--- config.mk ---
export PLATFORM = sky130hd
export DESIGN_NAME = uart_tx_arbiter_flat
export DESIGN_NICKNAME = d
export VERILOG_FILES = /design/src/rtl/uart_tx_arbiter_if.sv /design/src/rtl/uart_tx_arbiter.sv /design/src/flat_wrapper.sv
export SDC_FILE = /design/constraint.sdc
export NUM_CORES = 1
export LEC_CHECK = 0
export CORE_MARGIN = 4
export CORE_UTILIZATION = 39
export CTS_CLUSTER_SIZE = 10
export DETAILED_ROUTE_END_ITERATION = 6
export HOLD_SLACK_MARGIN = 0.03
export PLACE_DENSITY = 0.88
export SETUP_SLACK_MARGIN = 0.1
export SLEW_MARGIN = 20
export SYNTH_ARGS = -nofsm -noshare
export SYNTH_HDL_FRONTEND = slang
export SYNTH_SLANG_ARGS = --single-unit
export TNS_END_PERCENT = 20
--- constraint.sdc ---
create_clock -name clk -period 5.29 [get_ports clk]
set_clock_uncertainty 0.15 [all_clocks]
set_input_delay 1.3225 -clock clk [delete_from_list [all_inputs] [get_ports clk]]
set_output_delay 1.3225 -clock clk [all_outputs]
set_load 0.02 [all_outputs]
--- src/rtl/uart_tx_arbiter_if.sv ---
// Handshake bundle between NUM_REQ byte producers, the arbiter and the UART TX FIFO write port.
// The producer/FIFO side is the master; the arbiter is the slave.
interface uart_tx_arbiter_if #(
  parameter int NUM_REQ    = 4,
  parameter int DATA_WIDTH = 8
);
  localparam int IDX_W = (NUM_REQ > 1) ? $clog2(NUM_REQ) : 1;

  // valid/ready: a byte of requester i transfers on a rising edge where
  // req_valid[i] & req_ready[i]; the same edge writes it into the FIFO
  // (fifo_wr_en). A requester keeps valid/data/last stable until accepted.
  logic [NUM_REQ-1:0]            req_valid;
  logic [NUM_REQ*DATA_WIDTH-1:0] req_data;
  logic [NUM_REQ-1:0]            req_last;
  logic [NUM_REQ-1:0]            req_ready;
  logic                          fifo_full;
  logic                          fifo_wr_en;
  logic [DATA_WIDTH-1:0]         fifo_wr_data;
  logic [IDX_W-1:0]              grant_id;
  logic                          busy;
  logic [1:0]                    dbg_state;

  modport master (
    output req_valid, req_data, req_last, fifo_full,
    input  req_ready, fifo_wr_en, fifo_wr_data, grant_id, busy, dbg_state
  );

  modport slave (
    input  req_valid, req_data, req_last, fifo_full,
    output req_ready, fifo_wr_en, fifo_wr_data, grant_id, busy, dbg_state
  );
endinterface

--- src/rtl/uart_tx_arbiter.sv ---
// Round-robin arbiter sharing one UART TX FIFO write port among NUM_REQ byte producers.
// A grant is held for a packet (up to MAX_BURST beats); one IDLE cycle separates bursts.
module uart_tx_arbiter #(
  parameter int NUM_REQ    = 4,
  parameter int DATA_WIDTH = 8,
  parameter int MAX_BURST  = 16
) (
  input logic               clk,
  input logic               reset,
  uart_tx_arbiter_if.slave  bus
);

  localparam int IDX_W = (NUM_REQ > 1) ? $clog2(NUM_REQ) : 1;
  localparam int CNT_W = $clog2(MAX_BURST + 1);

  typedef enum logic [1:0] {
    IDLE = 2'b00,
    XFER = 2'b01
  } state_e;

  state_e           state_q;
  logic [IDX_W-1:0] rr_ptr_q;
  logic [IDX_W-1:0] grant_q;
  logic [CNT_W-1:0] beat_cnt_q;
  logic             busy_q;

  logic             found;
  logic [IDX_W-1:0] winner;
  logic             in_xfer;
  logic [NUM_REQ-1:0] gsel;
  logic             g_valid;
  logic             g_last;
  logic             beat;
  logic             burst_end;
  logic [DATA_WIDTH-1:0] g_data;

  // Scan rr_ptr+1, rr_ptr+2, ... so the last released requester comes last.
  always_comb begin : arb_scan
    int idx;
    idx    = 0;
    found  = 1'b0;
    winner = '0;
    for (int k = 1; k <= NUM_REQ; k++) begin
      idx = (int'(rr_ptr_q) + k) % NUM_REQ;
      if (!found && bus.req_valid[IDX_W'(idx)]) begin
        found  = 1'b1;
        winner = IDX_W'(idx);
      end
    end
  end

  assign in_xfer = (state_q == XFER);

  always_comb begin
    gsel   = '0;
    g_data = '0;
    for (int k = 0; k < NUM_REQ; k++) begin
      if (in_xfer && (grant_q == IDX_W'(k))) begin
        gsel[k] = 1'b1;
        g_data  = bus.req_data[k*DATA_WIDTH +: DATA_WIDTH];
      end
    end
  end

  assign g_valid   = |(bus.req_valid & gsel);
  assign g_last    = |(bus.req_last & gsel);
  assign beat      = g_valid & ~bus.fifo_full;
  assign burst_end = g_last | (beat_cnt_q == CNT_W'(MAX_BURST - 1));

  // Ready is offered to the granted requester whenever the FIFO has room,
  // independent of its valid; the transfer itself still needs valid.
  assign bus.req_ready    = bus.fifo_full ? '0 : gsel;
  assign bus.fifo_wr_en   = beat;
  assign bus.fifo_wr_data = g_data;
  assign bus.grant_id     = grant_q;
  assign bus.busy         = busy_q;
  assign bus.dbg_state    = state_q;

  always_ff @(posedge clk or negedge reset) begin
    if (!reset) begin
      state_q    <= IDLE;
      rr_ptr_q   <= IDX_W'(NUM_REQ - 1);
      grant_q    <= '0;
      beat_cnt_q <= '0;
      busy_q     <= 1'b0;
    end else begin
      case (state_q)
        IDLE: begin
          if (found) begin
            grant_q    <= winner;
            beat_cnt_q <= '0;
            state_q    <= XFER;
            busy_q     <= 1'b1;
          end
        end
        XFER: begin
          if (!g_valid) begin
            // Requester abandoned its packet: give the port up without writing.
            rr_ptr_q   <= grant_q;
            beat_cnt_q <= '0;
            state_q    <= IDLE;
            busy_q     <= 1'b0;
          end else if (!bus.fifo_full) begin
            if (burst_end) begin
              rr_ptr_q   <= grant_q;
              beat_cnt_q <= '0;
              state_q    <= IDLE;
              busy_q     <= 1'b0;
            end else begin
              beat_cnt_q <= beat_cnt_q + CNT_W'(1);
            end
          end
        end
        default: begin
          state_q    <= IDLE;
          beat_cnt_q <= '0;
          busy_q     <= 1'b0;
        end
      endcase
    end
  end

endmodule

--- src/flat_wrapper.sv ---
// flat-port wrapper written by rule: the top's interface ports become plain ports
module uart_tx_arbiter_flat 
#(
  parameter int NUM_REQ    = 4,
  parameter int DATA_WIDTH = 8,
  parameter int MAX_BURST  = 16
)
  (clk, reset, bus_req_valid, bus_req_data, bus_req_last, bus_fifo_full, bus_req_ready, bus_fifo_wr_en, bus_fifo_wr_data, bus_grant_id, bus_busy, bus_dbg_state);
  uart_tx_arbiter_if #(.NUM_REQ(NUM_REQ), .DATA_WIDTH(DATA_WIDTH)) bus_i ();
  input logic clk;
  input logic reset;
  input wire logic [$bits(bus_i.req_valid)-1:0] bus_req_valid;
  input wire logic [$bits(bus_i.req_data)-1:0] bus_req_data;
  input wire logic [$bits(bus_i.req_last)-1:0] bus_req_last;
  input wire logic [$bits(bus_i.fifo_full)-1:0] bus_fifo_full;
  output wire logic [$bits(bus_i.req_ready)-1:0] bus_req_ready;
  output wire logic [$bits(bus_i.fifo_wr_en)-1:0] bus_fifo_wr_en;
  output wire logic [$bits(bus_i.fifo_wr_data)-1:0] bus_fifo_wr_data;
  output wire logic [$bits(bus_i.grant_id)-1:0] bus_grant_id;
  output wire logic [$bits(bus_i.busy)-1:0] bus_busy;
  output wire logic [$bits(bus_i.dbg_state)-1:0] bus_dbg_state;
  assign bus_i.req_valid = bus_req_valid;
  assign bus_i.req_data = bus_req_data;
  assign bus_i.req_last = bus_req_last;
  assign bus_i.fifo_full = bus_fifo_full;
  assign bus_req_ready = bus_i.req_ready;
  assign bus_fifo_wr_en = bus_i.fifo_wr_en;
  assign bus_fifo_wr_data = bus_i.fifo_wr_data;
  assign bus_grant_id = bus_i.grant_id;
  assign bus_busy = bus_i.busy;
  assign bus_dbg_state = bus_i.dbg_state;
  uart_tx_arbiter #(.NUM_REQ(NUM_REQ), .DATA_WIDTH(DATA_WIDTH), .MAX_BURST(MAX_BURST)) u_core (.clk(clk), .reset(reset), .bus(bus_i));
endmodule
==> impl_metrics.json <==
{
  "status": "complete, no violations",
  "fin_area_um2": 1550,
  "pre_cts_slack_ps": 669.3,
  "root_buffer": "clkbuf_4",
  "setup_viol": 0,
  "vias": 945,
  "grt_usage_pct": 18.86,
  "clkPwrFrac_pct": 7.9,
  "clkSinkCount": 10,
  "drive_gt1_share_pct": 10.67,
  "core_um2": 2255,
  "cpPeakStageDelay_ps": 570,
  "power.internal_mw": 0.3982,
  "htreeDepth": 1,
  "rsz0062_at_grt": "no",
  "cts_resized": 0,
  "critPathTopFamily": "buffers and inverters",
  "power_density_nw_per_um2": 440.5,
  "ys_async_sr_fraction_pct": 100.0,
  "antenna_left": 0,
  "finalNetCount": 196,
  "sw_frac_of_total_pct": 41.69,
  "setup-tns-final_ps": 0,
  "slew_violations": 0,
  "critPathCaptureType": "output pin",
  "n_fill_cell": 171,
  "p_comb_share_pct": 65.0,
  "vias_per_cell": 5.309,
  "clock.fmax_mhz": 215.8,
  "fin_crit_ps": 4633,
  "antenna_found_initial": 0,
  "postCtsSetupBuffers": 0,
  "cp.required_ps": 3820,
  "layout_commonest_cell": "clkdlybuf4s50_1",
  "vdd_drop_max_uv": 358.2,
  "post-dp-hpwl_mm": 2.413,
  "hold_buffers": 0,
  "critPathMaxFanout": 6,
  "cts_tree": "built",
  "fin_util_pct": 68.76,
  "critPathBufInv": 2,
  "io-pin-count": 61,
  "syn_area_um2": 940.9,
  "first_iter_violations": 21,
  "grt_max_degree": 20,
  "syn2layout_area_growth_pct": 64.76,
  "cp_common_cell": "clkdlybuf4s50_1",
  "start_kind": "input pin",
  "cts_buffers": 3,
  "wl_mm": 2.959,
  "synth_nets": 139,
  "worst_pin_slew_ps": 828.6,
  "synthCells": 94,
  "initial_core_util_pct": 41.73,
  "ys_seq_area_share_pct": 26.86,
  "worstSkewPairLatency_ps": 260,
  "yosys_most_used_dff": "dfrtp_1",
  "routedWlPerCell_um": 16.62,
  "min_path_type": "flip-flop to flip-flop",
  "switchingPower_mw": 0.2847,
  "synth_edf_count": 0,
  "layout_common_cells": "clkdlybuf4s50_1, and2_1, nand2_1, mux4_2, dfrtp_1",
  "io_buffers": 59,
  "synth_cell_types": 36,
  "grt_overflow": 0,
  "crit_type": "input pin to output pin",
  "p_seq_share_pct": 27.1,
  "avgSynthCellArea_um2": 10.01,
  "fp.dieH_um": 57.12,
  "crit_slowest_cell": "mux4_2",
  "slew_headroom_pct": 44.76,
  "clk_pin_slew_ps": 60,
  "power_leakage_nw": 0.6370,
  "dr.pass1.iters": 4,
  "diodes": 0,
  "cts_buffer_depth": 2,
  "grt_pass1_wl_mm": 4.740,
  "rows": 17,
  "power.total_mw": 0.6829,
  "multi_input_area_um2": 630.6,
  "die_width_um": 57.12,
  "hold_viol": 0,
  "crit_chain": "clkdlybuf4s50_1, mux4_2, and2_1, clkdlybuf4s50_1",
  "dpl_cell_area_um2": 1524,
  "yosys_warnings": 0,
  "drc": 0,
  "layout_setup_ws_ps": 656.6,
  "grt_pass1_vias": 1003,
  "drv_cap": 0,
  "ys_seq_elements": 10,
  "regArea_um2": 252.7,
  "place.gp.congestion": 0.8011,
  "die_area_um2": 3262,
  "finalCritPeriodShare_pct": 87.59,
  "cp.arrival_ps": 3160
}
[sequential cells by signal, indices dropped and copies added, names as in the netlist]
name,cells
u_core.bus.dbg_state,1
u_core.bus.grant_id,2
u_core.rr_ptr_q,2
u_core.beat_cnt_q,5
[worst reg2reg max path, delay by kind of cell (launching register included)]
family | cells | cell delay [ps]
compound gates | 2 | 680
flops | 1 | 880
mux | 2 | 520
[through the flow]
| stage | hold slack [ps] | instances |
|---|---|---|
| 2_1_floorplan | 299.8 | 94 |
| 3_3_place_gp | 323.6 | 174 |
| 3_5_place_dp | 337.5 | 174 |
| 4_1_cts | 351.2 | 178 |
| 5_1_grt | 412.8 | 178 |
| 6_report | 350.3 | 178 |
[power groups by stage]
stage | combinational, mW | clock [mW] | sequential (mW)
after global routing | 0.472 | 0.0608 | 0.196
after floorplan | 0.317 | 0 | 0.141
final | 0.444 | 0.0539 | 0.185
after global placement | 0.438 | 0 | 0.184
after CTS | 0.447 | 0.0558 | 0.184
after detailed placement | 0.445 | 0 | 0.186
[routing by layer]
layer / global-route usage (%) / part of all wire (%) / vias to the layer above
met4: 6.954 / 0.95 / 0
met3: 4.299 / 6.7 / 3
met2: 34.91 / 52 / 39
li1: - / - / 468
met1: 20.82 / 40 / 435
met5: 0 / 0 / -
[final timing paths]
kind	start	end	slack, ps	cells after the start
max reg2reg	u_core.bus.grant_id[0]$_DFFE_PN0P_	u_core.rr_ptr_q[0]$_DFFE_PN1P_	2980	4
min	u_core.beat_cnt_q[4]$_DFFE_PN0P_	u_core.beat_cnt_q[4]$_DFFE_PN0P_	350	2
max in group asynchronous	reset	u_core.rr_ptr_q[1]$_DFFE_PN1P_	3460	1
min reg2reg	u_core.beat_cnt_q[4]$_DFFE_PN0P_	u_core.beat_cnt_q[4]$_DFFE_PN0P_	350	2
min in group asynchronous	reset	u_core.beat_cnt_q[2]$_DFFE_PN0P_	1210	1
max	bus_req_valid[3]	bus_fifo_wr_en	660	4
[Yosys cell counts (all sizes together) (2+ instances only)]
master / instances / area (µm²)
a21oi: 2 / 10.01
a22o: 2 / 17.52
and2: 12 / 75.07
and3: 2 / 12.51
buf: 5 / 35.02
clkbuf: 2 / 7.510
dfrtp: 8 / 200.2
dfstp: 2 / 52.55
ha: 2 / 25.02
inv: 4 / 15.01
mux2: 2 / 30.03
mux2i: 3 / 30.03
mux4: 9 / 202.7
nand2: 9 / 33.78
nor2: 4 / 15.01
nor2b: 3 / 18.77
nor4: 2 / 12.51
o2111ai: 2 / 17.52
o21a: 2 / 15.01
o21ai: 4 / 20.02
[logic make-up after synthesis]
family          Yosys count  share of synthesized area (%)
compound gates           20                          15.56
fa+ha+maj                 2                          2.659
buf+inv                  11                          6.115
flops                    10                          26.86
mux                      14                          27.93
other cells               1                         0.3986
simple gates             36                          20.48
[cell type report]
class	instances	share of cell area, %
Multi-Input combinational cell	73	40.68
Timing Repair Buffer	59	38.10
Sequential cell	10	16.30
Tap cell	28	2.260
Clock buffer	4	1.695
Inverter	4	0.9685
Note: power is estimated with default switching activity, not from simulation.
